--- src/rtl/xb_info_scan.sv ---
// Bus master that walks the XB_INFO indirect CSR: writes the pointer, checks the
// 4-byte signature, reads NUM, then copies up to MAX_ENT info bytes into a local buffer.
module xb_info_scan #(
  parameter logic [7:0] XB_INFO_ADDR = 8'hFF,
  parameter logic [7:0] VALID_ADDR   = 8'hFC,
  parameter logic [7:0] VALID_VAL0   = 8'h88,
  parameter logic [7:0] VALID_VAL1   = 8'h76,
  parameter logic [7:0] VALID_VAL2   = 8'h82,
  parameter logic [7:0] VALID_VAL3   = 8'h56,
  parameter int         MAX_ENT      = 16,
  localparam int        IDX_W        = $clog2(MAX_ENT)
) (
  input  logic             clk,
  input  logic             rst,
  input  logic             start,
  output logic             bus_req,
  input  logic             bus_gnt,
  output logic             dm_sel,
  output logic [7:0]       ramadr,
  output logic             ramwe,
  output logic             ramre,
  output logic [7:0]       dbus_out,
  input  logic [7:0]       dbus_in,
  input  logic             out_en,
  output logic             busy,
  output logic             done,
  output logic             present,
  output logic             overflow,
  output logic [7:0]       num_entries,
  input  logic [IDX_W-1:0] rd_idx,
  output logic [7:0]       rd_data
);

  typedef enum logic [2:0] {
    S_IDLE,
    S_WR_PTR,
    S_RD_SIG,
    S_WR_ZERO,
    S_RD_NUM,
    S_RD_ENT,
    S_DONE
  } state_t;

  localparam logic [8:0] MAX_ENT_W = 9'(MAX_ENT);

  state_t           state_q, state_d;
  logic [1:0]       sig_k_q, sig_k_d;
  logic [IDX_W-1:0] ent_i_q, ent_i_d;
  logic [8:0]       ent_cnt_q, ent_cnt_d;
  logic             busy_q, busy_d;
  logic             done_q, done_d;
  logic             present_q, present_d;
  logic             overflow_q, overflow_d;
  logic [7:0]       num_q, num_d;
  logic [7:0]       buf_q [MAX_ENT];

  logic             buf_we;
  logic             fin_ok, fin_fail;
  logic [7:0]       sig_exp;
  logic             in_scan, access, is_wr, is_rd;
  logic [8:0]       rd_lim;

  // Strobes are pure decode of the state register, so an async reset drops them at once.
  assign in_scan  = (state_q != S_IDLE) && (state_q != S_DONE);
  assign access   = in_scan && bus_gnt;
  assign is_wr    = (state_q == S_WR_PTR) || (state_q == S_WR_ZERO);
  assign is_rd    = in_scan && !is_wr;
  assign bus_req  = in_scan;
  assign ramwe    = access && is_wr;
  assign ramre    = access && is_rd;
  assign dm_sel   = ramwe | ramre;
  assign ramadr   = dm_sel ? XB_INFO_ADDR : 8'h00;
  assign dbus_out = (ramwe && (state_q == S_WR_PTR)) ? VALID_ADDR : 8'h00;

  always_comb begin
    case (sig_k_q)
      2'd0:    sig_exp = VALID_VAL0;
      2'd1:    sig_exp = VALID_VAL1;
      2'd2:    sig_exp = VALID_VAL2;
      default: sig_exp = VALID_VAL3;
    endcase
  end

  // NOTE: every signal written here gets a default first, so no path can infer a latch.
  always_comb begin
    state_d    = state_q;
    sig_k_d    = sig_k_q;
    ent_i_d    = ent_i_q;
    ent_cnt_d  = ent_cnt_q;
    busy_d     = busy_q;
    done_d     = 1'b0;
    present_d  = present_q;
    overflow_d = overflow_q;
    num_d      = num_q;
    buf_we     = 1'b0;
    fin_ok     = 1'b0;
    fin_fail   = 1'b0;

    case (state_q)
      S_IDLE, S_DONE: begin
        if (start) begin
          state_d    = S_WR_PTR;
          busy_d     = 1'b1;
          present_d  = 1'b0;
          overflow_d = 1'b0;
          num_d      = 8'h00;
          sig_k_d    = 2'd0;
          ent_i_d    = '0;
        end
      end
      S_WR_PTR: begin
        if (bus_gnt) begin
          state_d = S_RD_SIG;
          sig_k_d = 2'd0;
        end
      end
      S_RD_SIG: begin
        if (bus_gnt) begin
          if (!out_en || (dbus_in != sig_exp)) fin_fail = 1'b1;
          else if (sig_k_q == 2'd3)            state_d  = S_WR_ZERO;
          else                                 sig_k_d  = sig_k_q + 2'd1;
        end
      end
      S_WR_ZERO: begin
        if (bus_gnt) state_d = S_RD_NUM;
      end
      S_RD_NUM: begin
        if (bus_gnt) begin
          if (!out_en) begin
            fin_fail = 1'b1;
          end else begin
            num_d      = dbus_in;
            overflow_d = {1'b0, dbus_in} > MAX_ENT_W;
            ent_cnt_d  = overflow_d ? MAX_ENT_W : {1'b0, dbus_in};
            ent_i_d    = '0;
            if (dbus_in == 8'h00) fin_ok  = 1'b1;
            else                  state_d = S_RD_ENT;
          end
        end
      end
      S_RD_ENT: begin
        if (bus_gnt) begin
          if (!out_en) begin
            fin_fail = 1'b1;
          end else begin
            buf_we = 1'b1;
            if (9'(ent_i_q) == (ent_cnt_q - 9'd1)) fin_ok  = 1'b1;
            else                                   ent_i_d = ent_i_q + IDX_W'(1);
          end
        end
      end
      default: state_d = S_IDLE;
    endcase

    if (fin_ok || fin_fail) begin
      state_d   = S_DONE;
      busy_d    = 1'b0;
      done_d    = 1'b1;
      present_d = fin_ok;
    end
    // A failed scan reports nothing it may have captured on the way.
    if (fin_fail) begin
      num_d      = 8'h00;
      overflow_d = 1'b0;
    end
  end

  // NOTE: sequential state uses non-blocking assignments so all flops update from pre-edge values.
  // NOTE: the info buffer is in the reset domain, so it reads as zeros until a scan refills it.
  always_ff @(posedge clk or posedge rst) begin
    if (rst) begin
      state_q    <= S_IDLE;
      sig_k_q    <= 2'd0;
      ent_i_q    <= '0;
      ent_cnt_q  <= 9'd0;
      busy_q     <= 1'b0;
      done_q     <= 1'b0;
      present_q  <= 1'b0;
      overflow_q <= 1'b0;
      num_q      <= 8'h00;
      for (int i = 0; i < MAX_ENT; i++) buf_q[i] <= 8'h00;
    end else begin
      state_q    <= state_d;
      sig_k_q    <= sig_k_d;
      ent_i_q    <= ent_i_d;
      ent_cnt_q  <= ent_cnt_d;
      busy_q     <= busy_d;
      done_q     <= done_d;
      present_q  <= present_d;
      overflow_q <= overflow_d;
      num_q      <= num_d;
      if (buf_we) buf_q[ent_i_q] <= dbus_in;
    end
  end

  always_comb begin
    rd_lim  = ({1'b0, num_q} > MAX_ENT_W) ? MAX_ENT_W : {1'b0, num_q};
    rd_data = (9'(rd_idx) < rd_lim) ? buf_q[rd_idx] : 8'h00;
  end

  assign busy        = busy_q;
  assign done        = done_q;
  assign present     = present_q;
  assign overflow    = overflow_q;
  assign num_entries = num_q;

endmodule

--- config.mk ---
export PLATFORM = sky130hd
export DESIGN_NAME = xb_info_scan
export DESIGN_NICKNAME = d
export VERILOG_FILES = /design/src/rtl/xb_info_scan.sv
export SDC_FILE = /design/constraint.sdc
export NUM_CORES = 1
export LEC_CHECK = 0
export CAP_MARGIN = 20
export CORE_MARGIN = 8
export CORE_UTILIZATION = 59
export CTS_CLUSTER_SIZE = 20
export DETAILED_ROUTE_END_ITERATION = 7
export PLACE_DENSITY = 0.84
export SLEW_MARGIN = 20
export SYNTH_ARGS = -nofsm -noshare
export SYNTH_HDL_FRONTEND = slang
export SYNTH_SLANG_ARGS = --single-unit
--- constraint.sdc ---
create_clock -name clk -period 7.4 [get_ports clk]
set_clock_uncertainty 0.05 [all_clocks]
set_input_delay 1.48 -clock clk [delete_from_list [all_inputs] [get_ports clk]]
set_output_delay 1.48 -clock clk [all_outputs]
set_load 0.02 [all_outputs]
==> results.toml <==
[timing]
final.period_utilization_pct = 81.2
max-slew-margin-rel_pct = 37.4
tightest_slew_ns = 0.938
maxSlewViolCount = 0
final.setup.tns_ns = 0
rsz0062_at_grt = "no"
worst_slack_ns = 1.39
max_freq_mhz = 166
setup_viol = 0
min_period_ns = 6.01
timing.hold.ws_ns = 0.446
hold_viol = 0

[cells_and_area]
syn2layout_area_growth_pct = 14.0
num-nets-final = 629
layout-drive-gt1-share_pct = 34.7
fin_area_mm2 = 0.00896
instances_no_fill = 787
antenna_cells = 0
layout_commonest_cell = "dfrtp_1"
mostFrequentLayoutCells = "dfrtp_1 (157), mux2_2 (129), clkdlybuf4s50_1 (53), mux4_2 (40), nand2_1 (30)"

[clock_network]
clkTransAtPathRegs_ns = 0.06
cts_hold_buf = 0
cts_resized = 0
insertion_delay_ns = 0.43
cts.sinks = 157
numCtsBuffers = 17
htreeDepth = 4
cts_tree = "yes"
clk_path_buf_depth = 2
clock-root-buffer = "clkbuf_16"
cts_setup_buffers = 0

[place]
gp_congestion = 0.813
dpl-instance-area_mm2 = 0.00838
post-dp-hpwl_mm = 12.1
dp_cells = 756
pre_cts_ws_ns = 1.39
port_buffers = 54

[pwr]
clkPwrFrac_pct = 34.9
netSwitchingFraction_pct = 30.6
power_frac_comb_pct = 23.4
power.density_mw_per_mm2 = 270
power_switching_mw = 0.740
pwr-share-seq_pct = 41.7
power.leakage_nw = 4.21
p_int_mw = 1.68
worst_ir_drop_vdd_uv = 184

[critical_path]
end_kind = "output pin"
path_class = "input port to output pin"
cpPeakStageDelay_ns = 1.03
cp_data_arrival_time_ns = 4.48
required_ns = 5.87
crit_top_cell = "a21o_1"
cp_cell_sequence = "clkdlybuf4s50_1 -> ha_1 -> a21o_1 -> a21o_1 -> a21o_1 -> a21boi_0 -> clkdlybuf4s50_1"
crit_slowest_cell = "clkdlybuf4s50_1"
start_kind = "input port"
cp_max_fo = 16

[grt]
antenna_found_initial = 1
grt_util_all_layers_pct = 22.1
grt_pass1_vias = 5301
grt_pass1_wl_mm = 30.0
grt_remaining_overflow = 0
grt_max_degree = 105

[synth]
ys_ff_latch = 157
synth-main-ff-cell = "dfrtp_1"
syn_inst = 577
synth-seq-area-share_pct = 50.0
synth-edff-count = 0
yosys_warnings = 0
synth_top_area_share_pct = 50.0
avgSynthCellArea_um2 = 13.6
yosysUniqueCellTypes = 55
synthTopCellsByArea = "dfrtp_1 (50%), mux2_2 (18%), mux4_2 (11%)"
syn-cell-area_mm2 = 0.00786
synth_top_area_cell = "dfrtp_1"
async_flop_share_pct = 100

[drt]
postRouteWirelength_mm = 18.5
first_pass_iters = 5
drt-initial-drc-count = 584
wire_per_inst_um = 23.5
avgViaCountPerCell = 6.48
ant_nets = 0
drc_errors = 0
routed-via-count = 5103

[run_status]
outcome = "finished clean"

[die]
die_w_um = 131
io_pins = 57
initial_utilization_pct = 59.8
dieArea_mm2 = 0.0173
num_rows = 42
core_mm2 = 0.0131
die_height_um = 131

[flow_run]
cap_violations = 0

[worst_hold_path]
hp-class = "flip-flop to flip-flop"
## cell usage after synthesis, types with 8 or more instances
cell type,instances
dfrtp_1,157
mux2_2,129
mux4_2,40
clkbuf_1,37
nand2_1,30
buf_4,15
inv_1,15
a22o_1,13
ha_1,13
o21ai_0,13
nor2_1,9
a21boi_0,8
nand3_1,8
## layout make-up
cell class	instances	area, um2
fillers	872	4180
flip-flops and latches	157	3930
multi-input cells	350	3610
repair buffers	58	566
clock buffers	20	467
well taps	176	220
clock inverters	11	109
inverters	15	61.3
## through the flow
stage	total power, mW	utilization (%)
after global placement	1.56	63.8
after floorplan	1.41	-
final	2.42	68.2
after detailed placement	1.58	63.8
after CTS	2.42	68.2
after global routing	2.52	68.2
## power groups by stage
stage	combinational, mW	clock, mW	sequential [mW]
after floorplan	0.409	0	0.997
after global routing	0.610	0.885	1.02
after detailed placement	0.565	0	1.02
after CTS	0.569	0.845	1.01
after global placement	0.543	0	1.01
final	0.566	0.844	1.01
## per-layer routing
| metal | vias to the layer above | share of wire (%) | GRT usage, % |
|---|---|---|---|
| met3 | 48 | 8.2 | 5.53 |
| met2 | 243 | 48 | 34.8 |
| li1 | 2157 | - | - |
| met1 | 2655 | 41 | 28.6 |
| met4 | 0 | 2.6 | 9.89 |
| met5 | - | 0 | 0 |
## sequential cells by signal, indices dropped and copies added, names as in the netlist, 2 cells and up
register / flops
state_q: 3
ent_cnt_q: 8
buf_q: 128
ent_i_q: 4
sig_k_q: 2
num_entries: 8
## worst max-delay path, delay by kind of cell
kind / cells / cell delay [ns]
buf+inv: 2 / 1.68
compound gates: 4 / 0.94
fa+ha+maj: 1 / 0.37
## cell families after synthesis
group                    count (synthesis)  share of synthesized area (%)
XOR/XNOR                                 9                           1.00
adder cells (fa/ha/maj)                 13                           2.07
multiplexers                           175                           30.7
flip-flops                             157                           50.0
other                                    1                         0.0477
AND/OR/NAND/NOR                         86                           5.89
buffers and inverters                   71                           4.16
AO/OA/AOI/OAI                           65                           6.11
## path summary, 6_finish.rpt
kind | start | to | slack (ns) | cells after the start
setup reg to reg | state_q[2] | buf_q[21] | 4.76 | 5
max in group asynchronous | rst | buf_q[102] | 4.49 | 3
hold reg to reg | ent_cnt_q[6] | ent_cnt_q[6] | 0.45 | 1
hold / removal | ent_cnt_q[6] | ent_cnt_q[6] | 0.45 | 1
setup / recovery | rd_idx[1] | rd_data[1] | 1.39 | 7
min in group asynchronous | rst | buf_q[26] | 1.57 | 2
Note: power is estimated with default switching activity, not from simulation.
